<file path="src/rtl/uart_rx.sv">
// UART receiver, 16x oversampled, LSB first, 8N1 by default.
// Optional even-parity bit between data and stop when UART_RX_PARITY_EN is defined.
//
// state  | meaning
// -------+----------------------------------------------------------
// IDLE   | line idle, waiting for a low level on the synchronized line
// START  | counting to the middle of the start bit, glitch check there
// DATA   | sampling DATA_BITS data bits at their centres, LSB first
// PARITY | sampling the parity bit (UART_RX_PARITY_EN builds only)
// STOP   | waiting SB_TICKS ticks, then latch byte and status, strobe done
module uart_rx #(
   parameter int DATA_BITS = 8,
   parameter int SAMPLING  = 16,
   parameter int SB_TICKS  = 16
) (
   input  logic                 i_clk,
   input  logic                 i_reset,
   input  logic                 i_tick,
   input  logic                 i_rx,
   output logic [DATA_BITS-1:0] o_data,
   output logic                 o_rx_done,
`ifdef UART_RX_PARITY_EN
   output logic                 o_parity_err,
`endif
   output logic                 o_frame_err
);

   localparam int S_MAX = (SAMPLING > SB_TICKS) ? SAMPLING : SB_TICKS;
   localparam int SW    = $clog2(S_MAX);
   localparam int NW    = (DATA_BITS > 1) ? $clog2(DATA_BITS) : 1;

   localparam logic [SW-1:0] S_MID  = SW'(SAMPLING/2 - 1);
   localparam logic [SW-1:0] S_BIT  = SW'(SAMPLING - 1);
   localparam logic [SW-1:0] S_STOP = SW'(SB_TICKS - 1);
   localparam logic [NW-1:0] N_LAST = NW'(DATA_BITS - 1);

   typedef enum logic [2:0] {
      IDLE,
      START,
      DATA,
`ifdef UART_RX_PARITY_EN
      PARITY,
`endif
      STOP
   } state_t;

   state_t               state, state_n;
   logic [SW-1:0]        s, s_n;
   logic [NW-1:0]        n, n_n;
   logic [DATA_BITS-1:0] b, b_n;
   logic [DATA_BITS-1:0] data_n;
   logic                 done_n;
   logic                 frame_err_n;
   logic                 rx_meta, rx_s;
`ifdef UART_RX_PARITY_EN
   logic                 p, p_n;
   logic                 parity_err_n;
`endif

   // i_rx is asynchronous to i_clk; two flops before anything looks at it
   always_ff @(posedge i_clk or posedge i_reset) begin
      if (i_reset) begin
         rx_meta <= 1'b1;
         rx_s    <= 1'b1;
      end else begin
         rx_meta <= i_rx;
         rx_s    <= rx_meta;
      end
   end

   always_ff @(posedge i_clk or posedge i_reset) begin
      if (i_reset) begin
         state        <= IDLE;
         s            <= '0;
         n            <= '0;
         b            <= '0;
         o_data       <= '0;
         o_rx_done    <= 1'b0;
         o_frame_err  <= 1'b0;
`ifdef UART_RX_PARITY_EN
         p            <= 1'b0;
         o_parity_err <= 1'b0;
`endif
      end else begin
         state        <= state_n;
         s            <= s_n;
         n            <= n_n;
         b            <= b_n;
         o_data       <= data_n;
         o_rx_done    <= done_n;
         o_frame_err  <= frame_err_n;
`ifdef UART_RX_PARITY_EN
         p            <= p_n;
         o_parity_err <= parity_err_n;
`endif
      end
   end

   always_comb begin
      state_n      = state;
      s_n          = s;
      n_n          = n;
      b_n          = b;
      data_n       = o_data;
      done_n       = 1'b0;
      frame_err_n  = o_frame_err;
`ifdef UART_RX_PARITY_EN
      p_n          = p;
      parity_err_n = o_parity_err;
`endif

      case (state)
         IDLE: begin
            // entered on any cycle, not just ticks, so a start edge right
            // after a mid-stop-bit exit is still caught
            if (!rx_s) begin
               state_n = START;
               s_n     = '0;
            end
         end

         START: begin
            if (i_tick) begin
               if (s == S_MID) begin
                  if (!rx_s) begin
                     state_n = DATA;
                     s_n     = '0;
                     n_n     = '0;
                  end else begin
                     state_n = IDLE;
                  end
               end else begin
                  s_n = s + SW'(1);
               end
            end
         end

         DATA: begin
            if (i_tick) begin
               if (s == S_BIT) begin
                  s_n = '0;
                  b_n = {rx_s, b[DATA_BITS-1:1]};
                  if (n == N_LAST) begin
`ifdef UART_RX_PARITY_EN
                     state_n = PARITY;
`else
                     state_n = STOP;
`endif
                  end else begin
                     n_n = n + NW'(1);
                  end
               end else begin
                  s_n = s + SW'(1);
               end
            end
         end

`ifdef UART_RX_PARITY_EN
         PARITY: begin
            if (i_tick) begin
               if (s == S_BIT) begin
                  s_n     = '0;
                  p_n     = rx_s;
                  state_n = STOP;
               end else begin
                  s_n = s + SW'(1);
               end
            end
         end
`endif

         STOP: begin
            if (i_tick) begin
               if (s == S_STOP) begin
                  state_n     = IDLE;
                  data_n      = b;
                  frame_err_n = ~rx_s;
                  done_n      = 1'b1;
`ifdef UART_RX_PARITY_EN
                  parity_err_n = ^{b, p};
`endif
               end else begin
                  s_n = s + SW'(1);
               end
            end
         end

         default: state_n = IDLE;
      endcase
   end

endmodule

</file>
<file path="config.mk">
export PLATFORM = sky130hd
export DESIGN_NAME = uart_rx
export DESIGN_NICKNAME = d
export VERILOG_FILES = /design/src/rtl/uart_rx.sv
export SDC_FILE = /design/constraint.sdc
export NUM_CORES = 1
export LEC_CHECK = 0
export CAP_MARGIN = 20
export CORE_MARGIN = 2
export CORE_UTILIZATION = 54
export DETAILED_ROUTE_END_ITERATION = 8
export PLACE_DENSITY = 0.83
export SLEW_MARGIN = 20
export SYNTH_ARGS = -nofsm -noshare
export SYNTH_HDL_FRONTEND = slang
export SYNTH_SLANG_ARGS = --single-unit
</file>
<file path="constraint.sdc">
create_clock -name i_clk -period 1.6 [get_ports i_clk]
set_input_delay 0.32 -clock i_clk [delete_from_list [all_inputs] [get_ports i_clk]]
set_output_delay 0.32 -clock i_clk [all_outputs]
set_load 0.02 [all_outputs]
</file>
# Word-level counts from Yosys, hierarchy flattened
# Index checks and enable logic that the tools add are counted.
[classes] n_addsub=2 eq_ne=17 mux=28 n_bitwise=1 reduce_logical=8
[ops] cell="$mux 3" count=14
[ops] cell="$mux 4" count=7
[ops] cell="$ne 2x2->1 const B" count=11
[ops] cell="$pmux 4 s4" count=1
[ops] cell="$pmux 3 s4" count=1
[ops] cell="$reduce_and 8->1" count=1
[ops] cell="$reduce_and 7->1" count=1
[ops] cell="$eq 3x2->1 const B" count=2
[ops] cell="$pmux 3 s2" count=1
[ops] cell="$reduce_and 3->1" count=2
[ops] cell="$reduce_and 5->1" count=1
[ops] cell="$add 4x1->4 const B" count=1
[ops] cell="$eq 4x3->1 const B" count=1
[ops] cell="$eq 4x4->1 const B" count=1
[ops] cell="$reduce_bool 4->1" count=1
[ops] cell="$add 3x1->3 const B" count=1
[ops] cell="$eq 3x1->1 const B" count=1
[ops] cell="$eq 3x3->1 const B" count=1
[ops] cell="$logic_not 3->1" count=1
[ops] cell="$mux 1" count=3
[ops] cell="$mux 2" count=1
[ops] cell="$reduce_bool 2->1" count=1
[ops] cell="$not 1->1" count=1
[word_totals] ff_bits=30 inputBits=4 out_inout_bits=10 wordCells=65

# Depth between registers and ports, before layout
# Gate-level depths: netlist of the first run.
[depth] word_depth=5 depth_mapped=5 mapped_depth_nobuf=5

# Worst setup path before layout of the first run
# No wires, ideal clock.
[synth_timing] path_type="flip-flop to flip-flop" from="register s[0]" to="register o_data[0]" setup_ns=0.125 t_arrival_ns=1.381 slack_ns=0.095 path_stages_with_launch=5 n_path_buf=0 period_less_slack_ns=1.505 path_cell_list="dfrtp_1 ha_1 nand3_4 nor2_4 mux2_2"
[synth_between] elab_chain_cells=2
[synth_lines] element="start, declared" line="48" rtl="logic [SW-1:0] s, s_n;"
[synth_lines] element="start signal, assigned" line="86" rtl="s <= s_n;"
[synth_lines] element="$eq 4x4->1" line="174" rtl="if (s == S_STOP) begin"
[synth_lines] element="$reduce_and 3->1 (no line)"
[synth_lines] element="end signal, assigned" line="89" rtl="o_data <= data_n;"
[synth_lines] element="end, declared" line="20" rtl="output logic [DATA_BITS-1:0] o_data,"
# No other way between the ends.
# A chain may end at the register's enable or synchronous reset.

# Worst setup path in the final report of the first run
[layout_timing] from="register s[3]" to="register b[5]"
[layout_between] elab_chain_cells=2
[layout_lines] element="$eq 4x4->1" line="140" rtl="if (s == S_BIT) begin"
[layout_lines] element="$reduce_and 3->1 (no line)"
[layout_lines] element="end signal, assigned" line="88" rtl="b <= b_n;"
[layout_lines] element="end, declared" line="50" rtl="logic [DATA_BITS-1:0] b, b_n;"
# No other way between the ends.

==> results of run 1 <==
timing repair:
| item | CTS | global route |
|---|---|---|
| pin swaps | 0 | 2 |
| gates resized for setup | 9 | 7 |
| setup endpoints to repair | 9 | 24 |
| gates cloned | 0 | 1 |
flip-flops by register name, indices dropped and copies added, names as in the netlist:
| register | flops |
|---|---|
| rx_s | 1 |
| o_data | 8 |
| rx_meta | 1 |
| o_rx_done | 1 |
| state | 2 |
| b | 8 |
| n | 3 |
| o_frame_err | 1 |
| s | 4 |
cell families (layout without fill, tap and decap cells):
family	count (synthesis)	after routing	share of synthesized area (%)
buffers and inverters	8	33	3.34
DFF	29	29	55.5
muxes	18	18	15.4
and+or+nand+nor	27	28	13.2
adders and majority gates	3	3	2.86
AOI/OAI and AO/OA	18	18	9.73
worst max-delay path: cells and delay by family, from the launching register on:
kind / cells / cell delay, ns
flip-flops: 1 / 0.54
multiplexers: 1 / 0.37
AND/OR/NAND/NOR: 2 / 0.48
cells in the mapped netlist, types with 2 or more instances:
cell and n:
a211o_1 2, buf_2 2, dfrtp_1 27, dfstp_2 2
ha_1 3, inv_1 4, mux2_2 17, nand2_1 9
nand3_1 3, nand4_1 2, nor2_1 2, nor2_4 2
nor3_1 2, o21ai_0 5, o31ai_1 2
layer usage:
| layer | up-vias | share of wire, % |
|---|---|---|
| met5 | - | 0 |
| met4 | 0 | 1.8 |
| met3 | 5 | 4.3 |
| met2 | 15 | 46 |
| met1 | 433 | 48 |
| li1 | 431 | - |
layout make-up:
class	count	area, um2	share of cell area, %
Tap cell	28	35.0	2.15
Clock inverter	3	65.1	3.98
Sequential cell	29	731	44.8
Timing Repair Buffer	21	181	11.1
Inverter	4	15.0	0.920
Clock buffer	5	37.5	2.30
Multi-Input combinational cell	67	568	34.8
where the power goes:
part	switching [mW]	internal, mW
Sequential	0.147	0.840
Clock	0.257	0.484
Combinational	0.198	0.231
Total	0.602	1.55
per-stage QoR:
| step | hold slack, ns | utilization (%) | std cells |
|---|---|---|---|
| finish | 0.356 | 72.4 | 157 |
| global placement | 0.346 | 66.9 | 148 |
| floorplan | 0.324 | - | 103 |
| CTS | 0.352 | 70.9 | 156 |
| global route | 0.360 | 72.4 | 157 |
| detailed placement | 0.347 | 66.9 | 148 |
worst min-delay path by stage:
stage	end	startpoint	slack [ns]	cells past startpoint
2_1_floorplan	rx_meta$_DFF_PP1_	i_rx	0.32	0
3_3_place_gp	rx_s$_DFF_PP1_	rx_meta$_DFF_PP1_	0.35	0
3_5_place_dp	rx_s$_DFF_PP1_	rx_meta$_DFF_PP1_	0.35	0
4_1_cts	o_data[1]$_DFFE_PP0P_	i_reset	0.35	3
5_1_grt	rx_s$_DFF_PP1_	rx_meta$_DFF_PP1_	0.36	0
6_report	b[1]$_DFFE_PP0P_	i_reset	0.36	3
==> results.json, run 1 <==
{
  "yosysTopAreaCellShare_pct": 51.5,
  "reg2reg_to": "b[5]$_DFFE_PP0P_",
  "crit_chain": "nand3b_1 > nor2_4 > mux2_2",
  "cap_violations": 0,
  "fin_nets": 135,
  "fin_total_pwr_mw": 2.16,
  "yosys.area.top_type": "dfrtp_1",
  "max_freq_ghz": 0.660,
  "rsz0062_at_grt": "no",
  "fin_ws_ns": 0.0843,
  "rrSetupSlack_ns": 0.08,
  "ys_seq_area_share_pct": 55.5,
  "period_share_pct": 94.7,
  "clockRootBuffer": "clkbuf_4",
  "path_max_fanout": 9,
  "core-area_um2": 2250,
  "grtUsageMet3_pct": 8.76,
  "ys_ff_latch": 29,
  "firstDrtPassIters": 4,
  "cp.arrival_ns": 1.73,
  "cts_setup_buffers": 0,
  "run_status": "finished, final reports clean",
  "gp_congestion": 0.723,
  "antenna_found_initial": 0,
  "cts_buffers": 5,
  "yosys_warnings": 0,
  "leakagePower_nw": 0.804,
  "cp-startpoint": "s[3]$_DFFE_PP0P_",
  "avgRoutedWirePerCell_um": 14.8,
  "top_usage_layer": "met2",
  "syn_to_final_growth_pct": 24.5,
  "die_h_um": 53.3,
  "dr_total_vias": 884,
  "synth_edf_count": 0,
  "stdcell_area_um2": 1630,
  "final_common_cell": "dfrtp_1",
  "slew_headroom_pct": 76.6,
  "grt_pass1_wl_um": 3710,
  "p_per_area_nw_per_um2": 1320,
  "final_hold_viol_count": 0,
  "setup_tns_ns": 0,
  "diodes": 0,
  "grt.met2_usage_pct": 27.0,
  "crit_end": "b[5]$_DFFE_PP0P_",
  "post-place-ws_ns": -0.231,
  "holdBufCountCts": 0,
  "synth_area_leaders": "dfrtp_1 52%, mux2_2 15%, dfstp_2 4.0%",
  "start_util_pct": 58.2,
  "track_usage_pct": 19.7,
  "rr_worst_depth": 3,
  "required_ns": 1.81,
  "clk_path_buf_depth": 2,
  "synth_cell_types": 34,
  "critPathKind": "flop to flop",
  "cp-start-kind": "flop",
  "drt_iter0_markers": 8,
  "synth_flop_cell": "dfrtp_1",
  "place_hpwl_um": 1540,
  "final_cell_mix": "25 x dfrtp_1, 17 x mux2_2, 9 x nand2_1, 9 x dlygate4sd2_1, 8 x buf_4",
  "slowest_stage": "dfrtp_1",
  "min_period_ns": 1.52,
  "synth_area_um2": 1310,
  "syn_area_per_cell_um2": 12.7,
  "finalMaxSlewViolations": 0,
  "drive_above_1_share_pct": 36.4,
  "clk_pin_slew_ns": 0.10,
  "syn-num-nets": 110,
  "max_stage_delay_ns": 0.54,
  "die_area_um2": 2840,
  "insertion_delay_ns": 0.33,
  "setup_viol": 0,
  "post-route-drc-count": 0,
  "vias_per_cell": 5.63,
  "portBuffers": 13,
  "tightest_slew_ns": 0.351,
  "r2r_start": "s[3]$_DFFE_PP0P_",
  "antenna_left": 0,
  "critPathCaptureType": "flop",
  "min_path_type": "input port to asynchronous set/reset pin",
  "grt_pass1_vias": 797,
  "htreeDepth": 2,
  "ys_async_sr_fraction_pct": 100,
  "placed_area_um2": 1510,
  "grt_max_degree": 30,
  "top_level_ports": 14,
  "cts_sinks": 29,
  "drt-total-wl_um": 2330,
  "synth_cells": 103,
  "fin_skew_ns": 0.0101,
  "die_width_um": 53.3,
  "fillers": 174,
  "rows": 17,
  "use_met1_pct": 26.0,
  "cts_tree": "yes",
  "grt_overflow": 0,
  "ir_drop_mv": 1.30
}
Note: power is estimated with default switching activity, not from simulation.
==> run 2: changes to the inputs <==
- CTS_CLUSTER_DIAMETER: default -> 40
- HOLD_SLACK_MARGIN: default -> 0.03
- SLEW_MARGIN: 20 -> default
==> results of run 2 <==
Same layout as run 1: the final DEF is identical, and so are final timing and power.
==> run 3: changes to the inputs <==
- RECOVER_POWER: default -> 100
==> run 3 against run 2 <==
Compared with the run above:
- first-iteration DRC count rose by 88%
- sequential cell count is the same
- clock power is essentially flat
- non-clock buffer count unchanged
- cell count stayed put
- setup slack improved by 0.00094 ns
- critical path depth is 1 higher
- critical path type unchanged
- highest routed layer unchanged
==> results.json, run 3 (synthesized netlist as in run 1, its figures left out) <==
{
  "drt-total-wl_um": 2300,
  "start_util_pct": 58.2,
  "grt_pass1_wl_um": 3710,
  "dr.max_layer_used": "met4",
  "critPathCaptureType": "flop",
  "slew_headroom_pct": 55.0,
  "fin_nets": 135,
  "gp_congestion": 0.723,
  "syn_to_final_growth_pct": 22.3,
  "cp.arrival_ns": 1.72,
  "ir_drop_mv": 1.29,
  "core-area_um2": 2250,
  "period_share_pct": 94.7,
  "tightest_slew_ns": 0.676,
  "clk_pin_slew_ns": 0.10,
  "firstDrtPassIters": 4,
  "required_ns": 1.81,
  "wl_met2_um": 1040,
  "post-place-ws_ns": -0.231,
  "avgRoutedWirePerCell_um": 14.6,
  "vias_per_cell": 5.62,
  "insertion_delay_ns": 0.33,
  "p_per_area_nw_per_um2": 1330,
  "finalMaxSlewViolations": 0,
  "run_status": "finished, final reports clean",
  "rsz0062_at_grt": "no",
  "track_usage_pct": 19.7,
  "drive_above_1_share_pct": 34.9,
  "die_area_um2": 2840,
  "rows": 17,
  "power.share.clock_pct": 34.6,
  "antenna_found_initial": 0,
  "grt_overflow": 0,
  "setup_viol": 0,
  "fin_ws_ns": 0.0852,
  "post-route-drc-count": 0,
  "grt_pass1_vias": 797,
  "dr_total_vias": 883,
  "htreeDepth": 2,
  "path_max_fanout": 9,
  "met3_wirelength_um": 108,
  "portBuffers": 13,
  "diodes": 0,
  "reg_top3": "b x8, o_data x8, s x4",
  "critPathKind": "flop to flop",
  "top_level_ports": 14,
  "final_hold_viol_count": 0,
  "netSwitchingFraction_pct": 27.7,
  "cts_setup_buffers": 0,
  "cts_tree": "yes",
  "p_seq_share_pct": 46.0,
  "switchingPower_mw": 0.592,
  "die_width_um": 53.3,
  "cts_buffers": 5,
  "max_freq_ghz": 0.660,
  "fin_skew_ns": 0.0103,
  "cp-start-kind": "flop",
  "grt_max_degree": 30,
  "place_hpwl_um": 1540,
  "cts_sinks": 29,
  "min_path_type": "flop to flop",
  "antenna_left": 0,
  "drt_iter0_markers": 15,
  "utilization_pct": 71.1,
  "clockRootBuffer": "clkbuf_4",
  "final_common_cell": "dfrtp_1",
  "intPower_mw": 1.55,
  "min_period_ns": 1.51,
  "leakagePower_nw": 0.777,
  "die_h_um": 53.3,
  "final_cell_mix": "25 x dfrtp_1, 17 x mux2_2, 9 x nand2_1, 9 x dlygate4sd2_1, 6 x buf_4",
  "wl_met1_um": 1110,
  "clk_path_buf_depth": 2,
  "combPwrFrac_pct": 19.4,
  "cap_violations": 0
}
==> run 3: power groups by stage <==
stage	Clock, mW	Combinational (mW)	Sequential [mW]
2_1_floorplan	0	0.366	0.903
3_3_place_gp	0	0.388	0.970
3_5_place_dp	0	0.412	0.980
4_1_cts	0.761	0.413	0.967
5_1_grt	0.799	0.465	0.999
6_report	0.739	0.414	0.984
==> run 3: timing repair <==
item / 4_1_cts / 5_1_grt
gates cloned: 0 / 1
setup endpoints to repair: 9 / 24
gates resized for setup: 9 / 7
pin swaps: 0 / 2
hold buffers: 0 / 0
==> run 3: worst paths after layout <==
path	slack, ns	startpoint	cells past startpoint	to
setup / recovery	0.09	s[3]$_DFFE_PP0P_	4	n[0]$_DFFE_PP0P_
hold / removal	0.36	rx_meta$_DFF_PP1_	0	rx_s$_DFF_PP1_
setup reg to reg	0.09	s[3]$_DFFE_PP0P_	4	n[0]$_DFFE_PP0P_
hold reg to reg	0.36	rx_meta$_DFF_PP1_	0	rx_s$_DFF_PP1_
max in group asynchronous	0.51	i_reset	3	state[0]$_DFFE_PP0P_
min in group asynchronous	0.62	i_reset	3	b[1]$_DFFE_PP0P_
==> run 3: per-layer routing <==
metal	track usage (%)	vias up
met5	0	-
met3	8.76	5
met1	26.0	423
met2	27.0	23
li1	-	432
met4	10.3	0
==> run 3: area by class of cell <==
class / count / area [um2]
clock inverters: 3 / 65.1
multi-input cells: 67 / 554
flip-flops and latches: 29 / 731
clock buffers: 5 / 37.5
repair buffers: 21 / 166
fillers: 180 / 651
well taps: 28 / 35.0
inverters: 4 / 15.0
==> run 3: stage by stage <==
step | total power, mW | hold slack, ns | instance area, um2 | instances | TNS, ns
floorplan | 1.27 | 0.324 | 1310 | 103 | 0
global placement | 1.36 | 0.346 | 1510 | 148 | -3.91
detailed placement | 1.39 | 0.347 | 1510 | 148 | -4.28
CTS | 2.14 | 0.352 | 1600 | 156 | 0
global route | 2.26 | 0.360 | 1600 | 157 | 0
finish | 2.14 | 0.355 | 1600 | 157 | 0
==> run 3: critical path: stages (launching register included) <==
cell and delay, ns:
dfrtp_1 0.50, buf_4 0.19, or4_1 0.53, nand2_1 0.10, mux2i_1 0.07
